[config.mk]
export PLATFORM = sky130hd
export DESIGN_NAME = ddr3_test_pattern_gen
export DESIGN_NICKNAME = d
export VERILOG_FILES = /design/src/rtl/ddr3_test_pkg.sv /design/src/rtl/ddr3_test_pattern_gen.sv
export SDC_FILE = /design/constraint.sdc
export NUM_CORES = 1
export LEC_CHECK = 0
export ABC_CLOCK_PERIOD_IN_PS = 4000
export CORE_AREA = 2 2 70 72
export DETAILED_ROUTE_END_ITERATION = 8
export DIE_AREA = 0 0 72 74
export PLACE_DENSITY_LB_ADDON = 0.25
export SYNTH_ARGS = -nofsm -noshare
export SYNTH_HDL_FRONTEND = slang
export SYNTH_SLANG_ARGS = --single-unit
export TNS_END_PERCENT = 30
[constraint.sdc]
create_clock -name clk -period 4 [get_ports clk]
set_input_delay 0.8 -clock clk [delete_from_list [all_inputs] [get_ports clk]]
set_output_delay 0.8 -clock clk [all_outputs]
set_load 0.01 [all_outputs]
[src/rtl/ddr3_test_pkg.sv]
`default_nettype none
// ============================================================================
// Module   : ddr3_test_pkg
// Purpose  : Shared types and constants for the DDR3 loopback traffic checker.
// Revision : 1.0
// ============================================================================
package ddr3_test_pkg;

    typedef enum logic [2:0] {
        S_IDLE  = 3'd0,
        S_WRITE = 3'd1,
        S_READ  = 3'd2,
        S_DRAIN = 3'd3,
        S_DONE  = 3'd4
    } test_state_t;

    typedef enum logic [1:0] {
        PAT_INC  = 2'd0,
        PAT_LFSR = 2'd1,
        PAT_WALK = 2'd2,
        PAT_ADDR = 2'd3
    } pattern_mode_t;

    // Right-shifting Galois feedback masks for maximal-length sequences.
    function automatic logic [63:0] lfsr_taps(input int width);
        case (width)
            4:       return 64'h0000_0000_0000_000C;
            8:       return 64'h0000_0000_0000_00B8;
            12:      return 64'h0000_0000_0000_0E08;
            16:      return 64'h0000_0000_0000_B400;
            24:      return 64'h0000_0000_00E1_0000;
            32:      return 64'h0000_0000_8020_0003;
            64:      return 64'hD800_0000_0000_0000;
            default: return 64'd1 << (width - 1);
        endcase
    endfunction

endpackage
`default_nettype wire

[src/rtl/ddr3_test_pattern_gen.sv]
`default_nettype none
// ============================================================================
// Module   : ddr3_test_pattern_gen
// Purpose  : Word generator for one side (write or check) of the loopback test.
//            LFSR words are only built when LFSR_PATTERN_EN is defined.
// Revision : 1.0
// ============================================================================
module ddr3_test_pattern_gen
    import ddr3_test_pkg::*;
#(
    parameter int DQ_BITWIDTH   = 16,
    parameter int ADDR_BITWIDTH = 17,
    parameter int SEED          = 1
) (
    input  logic                     clk,
    input  logic                     reset,
    input  logic                     i_load,
    input  logic                     i_advance,
    input  pattern_mode_t            i_mode,
    input  logic [ADDR_BITWIDTH-1:0] i_addr,
    output logic [DQ_BITWIDTH-1:0]   o_word
);

    localparam int WW = (DQ_BITWIDTH > 1) ? $clog2(DQ_BITWIDTH) : 1;
    localparam logic [WW-1:0]          c_WALK_LAST = WW'(DQ_BITWIDTH - 1);
    localparam logic [DQ_BITWIDTH-1:0] c_SEED      = DQ_BITWIDTH'(SEED);

    logic [DQ_BITWIDTH-1:0] r_inc;
    logic [WW-1:0]          r_walk;
    logic [DQ_BITWIDTH-1:0] w_addr_word;

    always_ff @(posedge clk) begin
        if (reset || i_load) begin
            r_inc  <= c_SEED;
            r_walk <= '0;
        end else if (i_advance) begin
            r_inc  <= r_inc + DQ_BITWIDTH'(1);
            r_walk <= (r_walk == c_WALK_LAST) ? '0 : r_walk + WW'(1);
        end
    end

    assign w_addr_word = DQ_BITWIDTH'(i_addr);

`ifdef LFSR_PATTERN_EN
    localparam logic [DQ_BITWIDTH-1:0] c_TAPS = DQ_BITWIDTH'(lfsr_taps(DQ_BITWIDTH));
    logic [DQ_BITWIDTH-1:0] r_lfsr;

    always_ff @(posedge clk) begin
        if (reset || i_load) begin
            r_lfsr <= c_SEED;
        end else if (i_advance) begin
            r_lfsr <= r_lfsr[0] ? ((r_lfsr >> 1) ^ c_TAPS) : (r_lfsr >> 1);
        end
    end

    always_comb begin
        o_word = r_inc;
        case (i_mode)
            PAT_LFSR: o_word = r_lfsr;
            PAT_WALK: o_word = DQ_BITWIDTH'(1) << r_walk;
            PAT_ADDR: o_word = w_addr_word;
            default:  o_word = r_inc;
        endcase
    end
`else
    // Mode 1 falls through to the incrementing pattern.
    always_comb begin
        o_word = r_inc;
        case (i_mode)
            PAT_WALK: o_word = DQ_BITWIDTH'(1) << r_walk;
            PAT_ADDR: o_word = w_addr_word;
            default:  o_word = r_inc;
        endcase
    end
`endif

endmodule
`default_nettype wire

# Yosys cells after proc, flatten, opt, wreduce, memory -nomap -nowiden
# Cells that the tools add are included.
[totals] reg_bits=20 inputBits=23 out_inout_bits=16
[classes] addsub=2 eq_ne=3 n_shift=1 muxes=2 reduce_logical=1
[ops] operator="case mux 16 bit (2 select lines)" n=1
[ops] operator="adder 16 x 1 -> 16 bit (second input constant)" n=1
[ops] operator="<< shifter 1 x 4 -> 16 bit (first input constant)" n=1
[ops] operator="adder 4 x 1 -> 4 bit (second input constant)" n=1
[ops] operator="equality test 2 bit (second input constant)" n=2
[ops] operator="equality test 4 bit (second input constant)" n=1
[ops] operator="two-way mux 4 bit" n=1
[ops] operator="logical OR 1 bit" n=1

# Logic depth before layout (Yosys ltp)
[depth] depth_word=2 depth_mapped=7

# Least setup slack after synthesis
# Ideal clock, no wire load.
[synth_path] path_type="input-to-output" start="input i_mode[0]" end="output o_word[10]" t_arrival_ns=1.743 t_required_ns=3.200 setup_slack_ns=1.457 path_stages=4 n_path_buf=2 path_cell_list="clkbuf_1 -> and2_1 -> clkbuf_1 -> a221o_1"
[synth_via] elab_chain_len=2
[synth_rtl] element="start: declaration" line="ddr3_test_pattern_gen.sv:19" source="input pattern_mode_t i_mode,"
[synth_rtl] element="equality test 2 bit" line="ddr3_test_pattern_gen.sv:69" source="case (i_mode)"
[synth_rtl] element="case mux 16 bit (2 select lines) (*)" line="ddr3_test_pattern_gen.sv:69"
[synth_rtl] element="end: declaration" line="ddr3_test_pattern_gen.sv:21" source="output logic [DQ_BITWIDTH-1:0] o_word"
# Mark *: on every way between the ends. The rest lies on a longest branch, timed or not.

# Worst setup path after layout
[layout_path] start="input i_mode[0]" end="output o_word[8]"
# The elaborated chain is that of the path after synthesis.

==> results by group <==
Status
  – Status: finished, final reports clean

Min path
  – Hold Startpoint: r_inc[15]$_SDFFE_PP0P_
  – Hold Path End: r_inc[15]$_SDFFE_PP0P_
  – Worst hold path type: reg2reg
  – Min-Delay Path Depth: 2

Critical path
  – Worst path max stage delay: 560 ps
  – Critical Path End Type: output pin
  – Data required time of the critical path: 3200 ps
  – R2R Setup Slk: approximately 2400 ps
  – Reg2Reg Depth: 5
  – Worst Path Max Fanout: 4
  – CP Buf/Inv Count: 2
  – Critical path's top delay family: buffers and inverters
  – CP arrival: 2590 ps
  – Worst-path cell chain: clkdlybuf4s50_1 > nand2b_1 > nor3b_1 > nand2_1 > o211ai_1 > clkdlybuf4s50_1
  – Worst R2R Start: r_inc[0]$_SDFFE_PP1P_
  – Critical path class: in2out
  – CP most frequent cell: clkdlybuf4s50_1
  – Slowest CP cell: clkdlybuf4s50_1
  – R2R Path End: r_inc[14]$_SDFFE_PP0P_
  – Startpoint type of the worst setup path: input port

Floorplan
  – Rows: 25
  – Starting Density: roughly 28%
  – Die Wd: just over 70 µm
  – Floorplan core area: 0.00460 mm²
  – Area of the die: approximately 0.0053 mm²
  – # IOs: 39
  – Die Y: between 70 and 80 µm

Clock network
  – Clk sink count: 20
  – Hold buffers post-CTS: 0
  – Worst skew pair latency: roughly 250 ps
  – CTS tree: done
  – Clk root buf: clkbuf_8
  – H-Tree Depth: 1
  – CTS Buf Count: 3
  – Postcts setup bufs: 0
  – Post-CTS resize count: 0
  – Worst-path clk slew: ~70 ps
  – Max Root-Sink Buffers: 2

Logic synthesis
  – Most instantiated library cell after synthesis: nor2_1
  – Number of synthesized flops with an enable pin: 0
  – Xor and xnor area share after synthesis: just under 9%
  – Post-synthesis mux area share: under 10%
  – Synth Instances: between 150 and 200
  – Top FF cell, synth: dfxtp_1
  – Mapped Nets: approximately 190
  – Area share of fa/ha/maj cells after synthesis: 6.69%
  – Post-synthesis cell type count: 33
  – Post-synthesis compound-gate area fraction: 15.9%
  – Synthesized area: about 0.0013 mm²
  – Yosys reg bits: 20
  – Synth Area in Simple Gates: 30.4%
  – Main area contributors after synthesis: dfxtp_1 31%, a221o_1 8.4%, nor2_1 6.9%
  – Syn avg cell area: 8.08 µm²
  – Top-area cell type share of the netlist area: between 30% and 40%
  – Ys async rst share: 0%
  – Area leader, netlist: dfxtp_1
  – Commonest cells in the netlist: 24 x nor2_1, 20 x dfxtp_1, 12 x nand2_1
  – Main combinational cell family by area after synthesis: simple AND/OR/NAND/NOR gates
  – Share of the yosys chip area belonging to registers: between 30% and 40%
  – Ys Warns: 0

Finish
  – Final layout net count: approximately 230
  – Layout area overhead: 35.1%
  – Layout cells sized above 1: approximately 5.1%
  – Antenna diodes: 0
  – Post-layout util: between 30% and 40%
  – Final instance area: approximately 0.0018 mm²
  – FILL cells: approximately 480

Route
  – Pre-Repair DR Iteration Count: 4
  – Routed wl met2: about 1500 µm
  – Routed length per placed instance: approximately 13 µm
  – Routed Antenna Nets: 0
  – Wl on met1: between 1500 and 2000 µm
  – Detailed-route DRC error count: 0
  – Met3 wire length: between 150 and 200 µm
  – Final WL: 3210 µm
  – Via count: roughly 1200
  – First DRT Iteration DRCs: 84
  – Top Metal Used: met4
  – Vias per cell: a little under 5

Timing
  – TNS Setup: 0 ps
  – Worst slew pin tran: between 400 and 500 ps
  – Clock Skew: roughly 1.8 ps
  – RSZ-0062 raised after global routing: no
  – Min Hold Slack: 521 ps
  – Part of the cycle the worst path needs: 84.7%
  – Setup violators final: 0
  – Fin. max-slew vios: 0
  – Max Freq: about 300 MHz
  – Final Hold Viols: 0
  – Max-slew headroom: around 67%
  – Tmin final: 3390 ps

Global routing
  – First-pass GRT wire length: just over 5000 µm
  – Gr usage total: 12.2%
  – GRT overflow: 0
  – Largest net degree at the start of global routing: 21
  – Vias in the first global route: roughly 1100
  – Initial antenna violation count: 0

Pwr
  – Peak VDD IR: between 0.00009 and 0.0001 V
  – P_leak: between 0.6 and 0.7 nW
  – PwrDens: 233 mW/mm²
  – Final Power: 0.412 mW

Placement
  – Final Wtd Congestion: around 0.78
  – Final HPWL from detailed placement: approximately 2500 µm
  – Port Buffer Count: 37
  – Cell Area, Placed: 0.00173 mm²

Job
  – Max Cap Viol: 0
==> power breakdown <==
group          leakage, nW  switching [mW]  internal, mW
clock               0.0216          0.0630        0.0670
sequential           0.162         0.00260         0.201
combinational        0.440          0.0318        0.0465
total                0.623          0.0974         0.314
==> metal layers <==
metal	vias up	global-route usage, %
li1	650	-
met1	545	16.8
met2	35	19.9
met3	2	1.90
met4	0	3.77
met5	-	0
==> sequential cells by signal, indices dropped and copies added, names as in the netlist <==
name	cells
r_walk	4
r_inc	16
==> worst max path at each step <==
stage / startpoint / to / slack [ps] / cells after the start
after detailed placement: i_mode[1] / o_word[8] / 610 / 6
after floorplan: i_mode[0] / o_word[10] / 1460 / 4
final: i_mode[0] / o_word[8] / 610 / 6
after global placement: i_mode[1] / o_word[8] / 580 / 6
after global routing: i_mode[1] / o_word[8] / 470 / 6
after CTS: i_mode[1] / o_word[8] / 600 / 6
==> tightest hold or removal path, cell delays in order, from the launching register on <==
cell	delay [ps]
dfxtp_1	350
xnor2_1	70
nor2_1	70
==> area by class of cell <==
class / count / area, µm² / area share [%]
inverters: 5 / 18.8 / 1.06
multi-input cells: 127 / 847 / 47.9
repair buffers: 40 / 393 / 22.2
flip-flops and latches: 20 / 400 / 22.6
clock buffers: 3 / 41.3 / 2.34
well taps: 54 / 67.6 / 3.82
==> cells by family after synthesis <==
family / after synthesis
simple gates: 74
mux: 4
flops: 20
fa+ha+maj: 7
buf+inv: 15
xor+xnor: 13
compound gates: 29
==> placed cells by master, fill, tap and decap left out, drive strengths merged, types with 2 or more instances in the layout <==
cell / Yosys / final
clkdlybuf4s50: 0 / 37
nor2: 24 / 24
dfxtp: 20 / 20
nand2: 12 / 12
nor2b: 11 / 11
a221o: 11 / 11
a21oi: 11 / 11
xnor2: 8 / 8
ha: 7 / 7
inv: 5 / 5
xor2: 5 / 5
nand4: 5 / 5
nor3: 4 / 4
nor4: 4 / 4
mux2i: 4 / 4
o21ai: 3 / 3
clkbuf: 8 / 3
buf: 2 / 3
nand2b: 2 / 2
nor3b: 2 / 2
or3: 2 / 2
nand3: 2 / 2
a31oi: 2 / 2
or4: 2 / 2
==> per-stage QoR <==
step,worst slack (ps),std cells
5_1_grt,470,249
4_1_cts,598,249
6_report,611,249
2_1_floorplan,1460,162
3_5_place_dp,611,246
3_3_place_gp,580,246
Note: power is estimated with default switching activity, not from simulation.
